**src/rtl/dmem_access_unit.sv**
```systemverilog
// Data-memory access unit: turns one load/store from the memory stage into a word-aligned
// valid/ready bus request and stalls the pipeline until it completes. Optional: MISALIGN_TRAP_EN.
module dmem_access_unit #(
  parameter int TIMEOUT_CYCLES = 16,
  parameter int ADDR_W         = 32
) (
  input  logic              clk,
  input  logic              rst_n,
  input  logic              memread,
  input  logic              memwrite,
  input  logic [2:0]        funct3,
  input  logic [ADDR_W-1:0] addr,
  input  logic [31:0]       wdata,
  output logic              stall,
  output logic [31:0]       rdata,
  output logic              rdata_valid,
  output logic              acc_err,
  output logic              bus_req,
  output logic              bus_we,
  output logic [ADDR_W-1:0] bus_addr,
  output logic [3:0]        bus_be,
  output logic [31:0]       bus_wdata,
  input  logic              bus_ready,
  input  logic [31:0]       bus_rdata
);

  typedef enum logic [1:0] {IDLE, REQ, DONE} state_e;

  localparam int                CNT_W  = $clog2(TIMEOUT_CYCLES + 2);
  localparam logic [CNT_W-1:0]  TO_LIM = CNT_W'(TIMEOUT_CYCLES);

  state_e              state_q, state_d;
  logic                is_load_q, is_load_d;
  logic [2:0]          f3_q, f3_d;
  logic [1:0]          off_q, off_d;
  logic [CNT_W-1:0]    cnt_q, cnt_d;
  logic [31:0]         rdata_q, rdata_d;
  logic                rv_q, rv_d;
  logic                err_q, err_d;
  logic                req_q, req_d;
  logic                we_q, we_d;
  logic [ADDR_W-1:0]   addr_q, addr_d;
  logic [3:0]          be_q, be_d;
  logic [31:0]         wdata_q, wdata_d;

  logic                start, f3_ok, misalign;
  logic [3:0]          be_new;
  logic [31:0]         wdata_new, load_ext;
  logic [7:0]          lane_b;
  logic [15:0]         lane_h;

  assign start = memread | memwrite;

  // Decode of the incoming request: legality, byte enables and lane-replicated store data.
  always_comb begin
    unique case (funct3)
      3'b000, 3'b001, 3'b010: f3_ok = 1'b1;
      3'b100, 3'b101:         f3_ok = ~memwrite;
      default:                f3_ok = 1'b0;
    endcase
`ifdef MISALIGN_TRAP_EN
    misalign = ((funct3[1:0] == 2'b01) && addr[0]) ||
               ((funct3[1:0] == 2'b10) && (addr[1:0] != 2'b00));
`else
    misalign = 1'b0;
`endif
    unique case (funct3[1:0])
      2'b00:   begin be_new = 4'b0001 << addr[1:0];             wdata_new = {4{wdata[7:0]}};  end
      2'b01:   begin be_new = addr[1] ? 4'b1100 : 4'b0011;      wdata_new = {2{wdata[15:0]}}; end
      default: begin be_new = 4'b1111;                          wdata_new = wdata;            end
    endcase
  end

  // Load extraction uses the offset captured at accept time; halves follow addr[1] only.
  always_comb begin
    lane_b = bus_rdata[{off_q, 3'b000} +: 8];
    lane_h = off_q[1] ? bus_rdata[31:16] : bus_rdata[15:0];
    unique case (f3_q)
      3'b000:  load_ext = {{24{lane_b[7]}}, lane_b};
      3'b100:  load_ext = {24'h0, lane_b};
      3'b001:  load_ext = {{16{lane_h[15]}}, lane_h};
      3'b101:  load_ext = {16'h0, lane_h};
      default: load_ext = bus_rdata;
    endcase
  end

  // NOTE: every signal written here gets a default first, so no path can infer a latch.
  always_comb begin
    state_d   = state_q;
    is_load_d = is_load_q;
    f3_d      = f3_q;
    off_d     = off_q;
    cnt_d     = cnt_q;
    rdata_d   = rdata_q;
    rv_d      = 1'b0;
    err_d     = 1'b0;
    req_d     = 1'b0;
    we_d      = we_q;
    addr_d    = addr_q;
    be_d      = be_q;
    wdata_d   = wdata_q;
    stall     = 1'b0;

    unique case (state_q)
      IDLE, DONE: begin
        if (start) begin
          stall     = 1'b1;
          is_load_d = ~memwrite;
          f3_d      = funct3;
          off_d     = addr[1:0];
          cnt_d     = '0;
          if (f3_ok && !misalign) begin
            state_d = REQ;
            req_d   = 1'b1;
            we_d    = memwrite;
            addr_d  = {addr[ADDR_W-1:2], 2'b00};
            be_d    = be_new;
            wdata_d = wdata_new;
          end else begin
            // Rejected accesses never touch the bus; they complete with an error.
            state_d = DONE;
            err_d   = 1'b1;
            rv_d    = ~memwrite;
            rdata_d = '0;
          end
        end else begin
          state_d = IDLE;
        end
      end
      REQ: begin
        stall = 1'b1;
        req_d = 1'b1;
        if (bus_ready) begin
          state_d = DONE;
          req_d   = 1'b0;
          rv_d    = is_load_q;
          if (is_load_q) rdata_d = load_ext;
        end else if ((TIMEOUT_CYCLES != 0) && (cnt_q == TO_LIM - CNT_W'(1))) begin
          state_d = DONE;
          req_d   = 1'b0;
          err_d   = 1'b1;
          rv_d    = is_load_q;
          rdata_d = '0;
        end else begin
          cnt_d = cnt_q + CNT_W'(1);
        end
      end
      default: state_d = IDLE;
    endcase
  end

  // NOTE: sequential state uses non-blocking assignments so all registers update together.
  always_ff @(posedge clk) begin
    if (!rst_n) begin
      state_q   <= IDLE;
      is_load_q <= 1'b0;
      f3_q      <= 3'b000;
      off_q     <= 2'b00;
      cnt_q     <= '0;
      rdata_q   <= '0;
      rv_q      <= 1'b0;
      err_q     <= 1'b0;
      req_q     <= 1'b0;
      we_q      <= 1'b0;
      addr_q    <= '0;
      be_q      <= 4'b0000;
      wdata_q   <= '0;
    end else begin
      state_q   <= state_d;
      is_load_q <= is_load_d;
      f3_q      <= f3_d;
      off_q     <= off_d;
      cnt_q     <= cnt_d;
      rdata_q   <= rdata_d;
      rv_q      <= rv_d;
      err_q     <= err_d;
      req_q     <= req_d;
      we_q      <= we_d;
      addr_q    <= addr_d;
      be_q      <= be_d;
      wdata_q   <= wdata_d;
    end
  end

  assign rdata       = rdata_q;
  assign rdata_valid = rv_q;
  assign acc_err     = err_q;
  assign bus_req     = req_q;
  assign bus_we      = we_q;
  assign bus_addr    = addr_q;
  assign bus_be      = be_q;
  assign bus_wdata   = wdata_q;

endmodule

```
**config.mk**
```make
export PLATFORM = sky130hd
export DESIGN_NAME = dmem_access_unit
export DESIGN_NICKNAME = d
export VERILOG_FILES = /design/src/rtl/dmem_access_unit.sv
export SDC_FILE = /design/constraint.sdc
export NUM_CORES = 1
export LEC_CHECK = 0
export ABC_AREA = 1
export CAP_MARGIN = 0
export CORE_ASPECT_RATIO = 0.8
export CORE_MARGIN = 2
export CORE_UTILIZATION = 40
export CTS_CLUSTER_DIAMETER = 40
export CTS_CLUSTER_SIZE = 24
export DETAILED_ROUTE_END_ITERATION = 8
export PLACE_DENSITY = 0.74
export SYNTH_ARGS = -nofsm -noshare
export SYNTH_HDL_FRONTEND = slang
export SYNTH_SLANG_ARGS = --single-unit
```
**constraint.sdc**
```tcl
create_clock -name clk -period 1.7 [get_ports clk]
set_input_delay 0.51 -clock clk [delete_from_list [all_inputs] [get_ports clk]]
set_output_delay 0.51 -clock clk [all_outputs]
set_load 0.02 [all_outputs]
```
Word-level counts from Yosys, hierarchy flattened
Cells that the tools add are included.
{"block": "classes", "addsub": 1, "n_eq_ne": 17, "shift": 2, "mux": 38, "n_bitwise": 2, "n_reduce_logical": 12}
{"cell": "2-to-1 mux 32 bit", "n": 5}
{"cell": "case mux 32 bit (2 select lines)", "n": 2}
{"cell": "case mux 32 bit (4 select lines)", "n": 1}
{"cell": "indexed part select 32 x 6 -> 8 bit", "n": 1}
{"cell": "2-to-1 mux 16 bit", "n": 1}
{"cell": "2-to-1 mux 5 bit", "n": 3}
{"cell": "2-to-1 mux 1 bit", "n": 13}
{"cell": "== test 3 bit (second input constant)", "n": 4}
{"cell": "case mux 1 bit (2 select lines)", "n": 5}
{"cell": "case mux 5 bit (2 select lines)", "n": 1}
{"cell": "2-to-1 mux 2 bit", "n": 4}
{"cell": "!= test 2 bit (second input constant)", "n": 4}
{"cell": "case mux 4 bit (2 select lines)", "n": 1}
{"cell": "== test 3 x 1 -> 1 bit (second input constant)", "n": 2}
{"cell": "zero test 3 bit", "n": 2}
{"cell": "!= test 3 bit (second input constant)", "n": 2}
{"cell": "adder 5 x 1 -> 5 bit (second input constant)", "n": 1}
{"cell": "== test 5 x 4 -> 1 bit (second input constant)", "n": 1}
{"cell": "AND reduction 5 bit", "n": 1}
{"cell": "== test 2 x 1 -> 1 bit (second input constant)", "n": 2}
{"cell": "zero test 2 bit", "n": 2}
{"cell": "2-to-1 mux 4 bit", "n": 1}
{"cell": "case mux 2 bit (2 select lines)", "n": 1}
{"cell": "AND reduction 4 bit", "n": 1}
{"cell": "10 further kinds", "n": 11}
{"block": "word_totals", "ff_bits": 115, "input_bits": 104}

Depth between registers and ports, before layout
{"block": "depth", "ltp_word": 6, "ltp_mapped": 11, "ltp_nobuf": 10}

Worst setup path before layout
Ideal clock, no wire load.
{"block": "synth_timing", "path_kind": "reg2reg", "startpoint": "register cnt_q[0]", "endpoint": "register rdata_q[20], in the netlist rdata[20]", "setup_time_ns": 0.132, "t_arrival_ns": 1.621, "slack_ns": -0.053, "path_stages_with_launch": 12, "n_path_buf": 2, "synth_period_minus_slack_ns": 1.753, "path_cell_list": "dfxtp_1 -> ha_1 -> inv_1 -> nor3_1 -> ha_1 -> nor2_1 -> o21ai_1 -> nand3_2 -> buf_4 -> buf_4 -> nand2_1 -> a21oi_1"}
{"block": "synth_via", "elab_chain_cells": 3}
{"element": "start: declaration", "line": "36", "text": "logic [CNT_W-1:0] cnt_q, cnt_d;"}
{"element": "start signal: assignment", "line": "173", "text": "cnt_q <= cnt_d;"}
{"element": "== test 5 x 4 -> 1 bit", "line": "138", "text": "end else if ((TIMEOUT_CYCLES != 0) && (cnt_q == TO_LIM - CNT_W'(1))) begin"}
{"element": "!= test 3 bit (no line)"}
{"element": "AND reduction 5 bit (no line)"}
{"element": "end signal: assignment", "line": "174", "text": "rdata_q <= rdata_d;"}
{"element": "end: declaration", "line": "37", "text": "logic [31:0] rdata_q, rdata_d;"}
Every way passes these cells.
A chain may end at the register's enable or synchronous reset.

Worst setup path in the final report
{"block": "layout_timing", "startpoint": "register cnt_q[0]", "endpoint": "register rdata_q[18], in the netlist rdata[18]"}
Same word-level chain as after synthesis.

==> metrics.csv <==
metric;value;unit
status;finished, violations left;
failing checks;setup timing;
post-layout min period;1.95;ns
average cell area after synthesis;6.80;sq um
y dimension of the die;107;um
vias after detailed routing;6215;
finished layout cell area;9240;sq um
CTS Buf Count;17;
CP Max Fanout;5;
Synth-to-Final Area Change;73.8;%
DRT antenna net count;0;
count of endpoints failing setup in the final report;33;
unrepaired setup endpoints after global routing;true;
number of instances in the synthesized netlist;781;
io pins;209;
Total GRT Usage;0.271;
worst r2r path cells;13;
met1 capacity usage during global routing;0.349;
width of the chip;133;um
power density normalized to cell area;1030;nW/um^2
Synth Warn #;0;
total detailed-routing wirelength;19.5;mm
HP Class;flop to flop;
utilization of the core after routing;0.715;
wire per inst;15.8;um
DRC viols;0;
library cell used as clock root buffer;clkbuf_16;
DIE AREA;14200;sq um
final RePlAce weighted congestion;0.861;
antenna cells;0;
CTS tree;built;
clock sink total;115;
post-synth design cell area;5310;sq um
Max clock buf depth;2;
initial cell density of the core;0.411;
startpoint-to-endpoint class of the critical path;flop to flop;
final worst path period share;1.15;
Top Usage Layer GRT;met2;
worst path arrival time;2.30;ns
placed wire-length estimate;12.2;mm
Setup crit end kind;flop;
max-cap violation count;0;
maximum number of pins on one net before global-route repair;65;
#FFs+latches synth;115;
post-route clock skew;0.0111;ns
met3 track demand over resource in global routing;0.0903;
final hold vios;0;
least setup slack across all paths after layout;-0.250;ns
total number of placement rows;37;
core area;12900;sq um
FF-to-FF setup slack;-0.25;ns
placed cell count;1178;
Hold Path Depth;2;
wire length of the first global-routing pass;30.3;mm
layout cells sized above 1;0.208;
Pleak;4.35;nW
met2 routing resource usage after global routing;0.414;
DRT iter0 DRCs;458;
sequential area share after synthesis;0.433;
number of antenna violations at the first check in global routing;0;
sum of negative setup slack;-4.25;ns
Net count, final;1152;
clock transition at the registers of the reported paths;0.06;ns
Synth cell types;27;
overflow left after global routing;0;
instance area after placement;7930;sq um
non-filler cells in the finished layout;1234;
number of global-route vias before repair;6034;
Initial DRT Pass Iterations;6;
Max IR drop VDD;733;uV
Fmax;513;MHz
number of port buffers;206;
vias per cell;5.04;
number of levels the H-tree was split into;4;
required time of the critical path;2.05;ns
sort of element at the start of the critical path;flop;
clock latency on the worst-skew pair;0.42;ns
total count of max-transition violations in the final report;0;
==> per-layer routing <==
metal | part of all wire | vias to the layer above
met5 | 0 | -
met4 | 0.035 | 0
met3 | 0.085 | 55
met2 | 0.45 | 279
met1 | 0.43 | 2819
li1 | - | 3062
==> cells in the final DEF (no fill, tap or decap), types with 4 or more instances in the layout <==
cell / n
o211a_1: 10
inv_1: 49
buf_12: 10
inv_2: 4
nand2_2: 33
inv_6: 4
nand3_1: 22
o22ai_1: 8
dfxtp_1: 113
nor2_2: 7
dlygate4sd2_1: 101
nor2_4: 11
nand2_4: 9
buf_4: 62
o21ai_1: 5
o21ai_0: 96
nor2_1: 158
buf_8: 5
nand2_1: 108
buf_6: 4
a21oi_2: 20
clkinv_4: 4
a21oi_1: 53
clkbuf_16: 17
bufinv_16: 4
clkdlybuf4s50_1: 97
buf_16: 6
==> cell type report <==
class	instances	area [sq um]
inverter	57	229
fill	1022	3680
multi-input combinational	560	2860
tap	175	219
clock inverter	15	220
clock buffer	17	425
timing repair buffer	295	2980
sequential	115	2300
==> power by group <==
| part | internal [mW] | switching [mW] |
|---|---|---|
| combinational | 1.14 | 1.34 |
| sequential | 2.93 | 0.114 |
| clock | 2.50 | 1.44 |
| total | 6.57 | 2.90 |
==> worst max-delay path, cell delays in order (launching register included) <==
cell     delay [ns]
dfxtp_2        0.35
ha_4           0.14
inv_2          0.04
nor3_2         0.12
ha_2           0.21
nor2_2         0.05
o21ai_2        0.12
nand3_2        0.10
buf_6          0.16
buf_8          0.14
buf_16         0.14
nor2_2         0.07
nand2_1        0.08
a21oi_2        0.16
==> path summary, 6_finish.rpt <==
kind / from / end
max: cnt_q[0]$_SDFFE_PN0P_ / rdata[18]$_SDFFE_PN0P_
min: rdata[21]$_SDFFE_PN0P_ / rdata[21]$_SDFFE_PN0P_
max reg2reg: cnt_q[0]$_SDFFE_PN0P_ / rdata[18]$_SDFFE_PN0P_
min reg2reg: rdata[21]$_SDFFE_PN0P_ / rdata[21]$_SDFFE_PN0P_
==> repair_timing <==
| item | 4_1_cts | 5_1_grt |
|---|---|---|
| endpoints found under the hold margin | 0 | 0 |
| hold buffers | 0 | 0 |
| gates cloned | 9 | 0 |
| resized for setup | 199 | 45 |
| setup endpoints to repair | 146 | 104 |
| buffers inserted | 14 | 2 |
| pin swaps | 19 | 7 |
==> stage by stage <==
stage	setup slack, ns	power [mW]	hold slack, ns
after floorplan	0.00194	4.18	0.444
after global placement	-0.630	5.21	0.451
after detailed placement	-0.652	5.22	0.457
after CTS	-0.187	9.39	0.463
after global routing	-0.333	9.86	0.476
final	-0.250	9.47	0.466
==> state kept, by name, indices dropped and copies added, names as in the netlist, 2 cells and up <==
name / count
rdata: 32
f3_q: 3
bus_addr: 30
bus_be: 4
bus_wdata: 32
state_q: 2
cnt_q: 5
off_q: 2
==> Yosys cell counts <==
library cell / n / area (sq um)
nor2_1: 173 / 649
nand2_1: 146 / 548
dfxtp_1: 115 / 2300
o21ai_0: 97 / 485
a21oi_1: 73 / 365
inv_1: 52 / 195
nand3_1: 22 / 110
clkbuf_1: 21 / 78.8
buf_2: 17 / 85.1
o211a_1: 10 / 100
o22ai_1: 8 / 50.1
buf_4: 7 / 52.6
o21ai_1: 6 / 30.0
buf_6: 5 / 56.3
nor3_1: 5 / 25.0
nand2_2: 4 / 25.0
a31oi_1: 3 / 18.8
inv_2: 3 / 11.3
nor2_4: 3 / 33.8
clkinv_1: 2 / 7.51
ha_1: 2 / 25.0
nand3_2: 2 / 20.0
a211oi_1: 1 / 7.51
conb_1: 1 / 3.75
o21a_1: 1 / 7.51
o21ai_2: 1 / 8.76
o32a_1: 1 / 10.0
==> cells by family (layout without fill, tap and decap cells) <==
logic type | after synthesis | in the layout | synth area share
buffers and inverters | 107 | 384 | 0.0916
adders and majority gates | 2 | 2 | 0.00471
DFF | 115 | 115 | 0.433
AOI/OAI and AO/OA | 201 | 201 | 0.204
and+or+nand+nor | 355 | 355 | 0.266
other | 1 | 2 | 0.000706
Power figures use the tool's default switching activity.
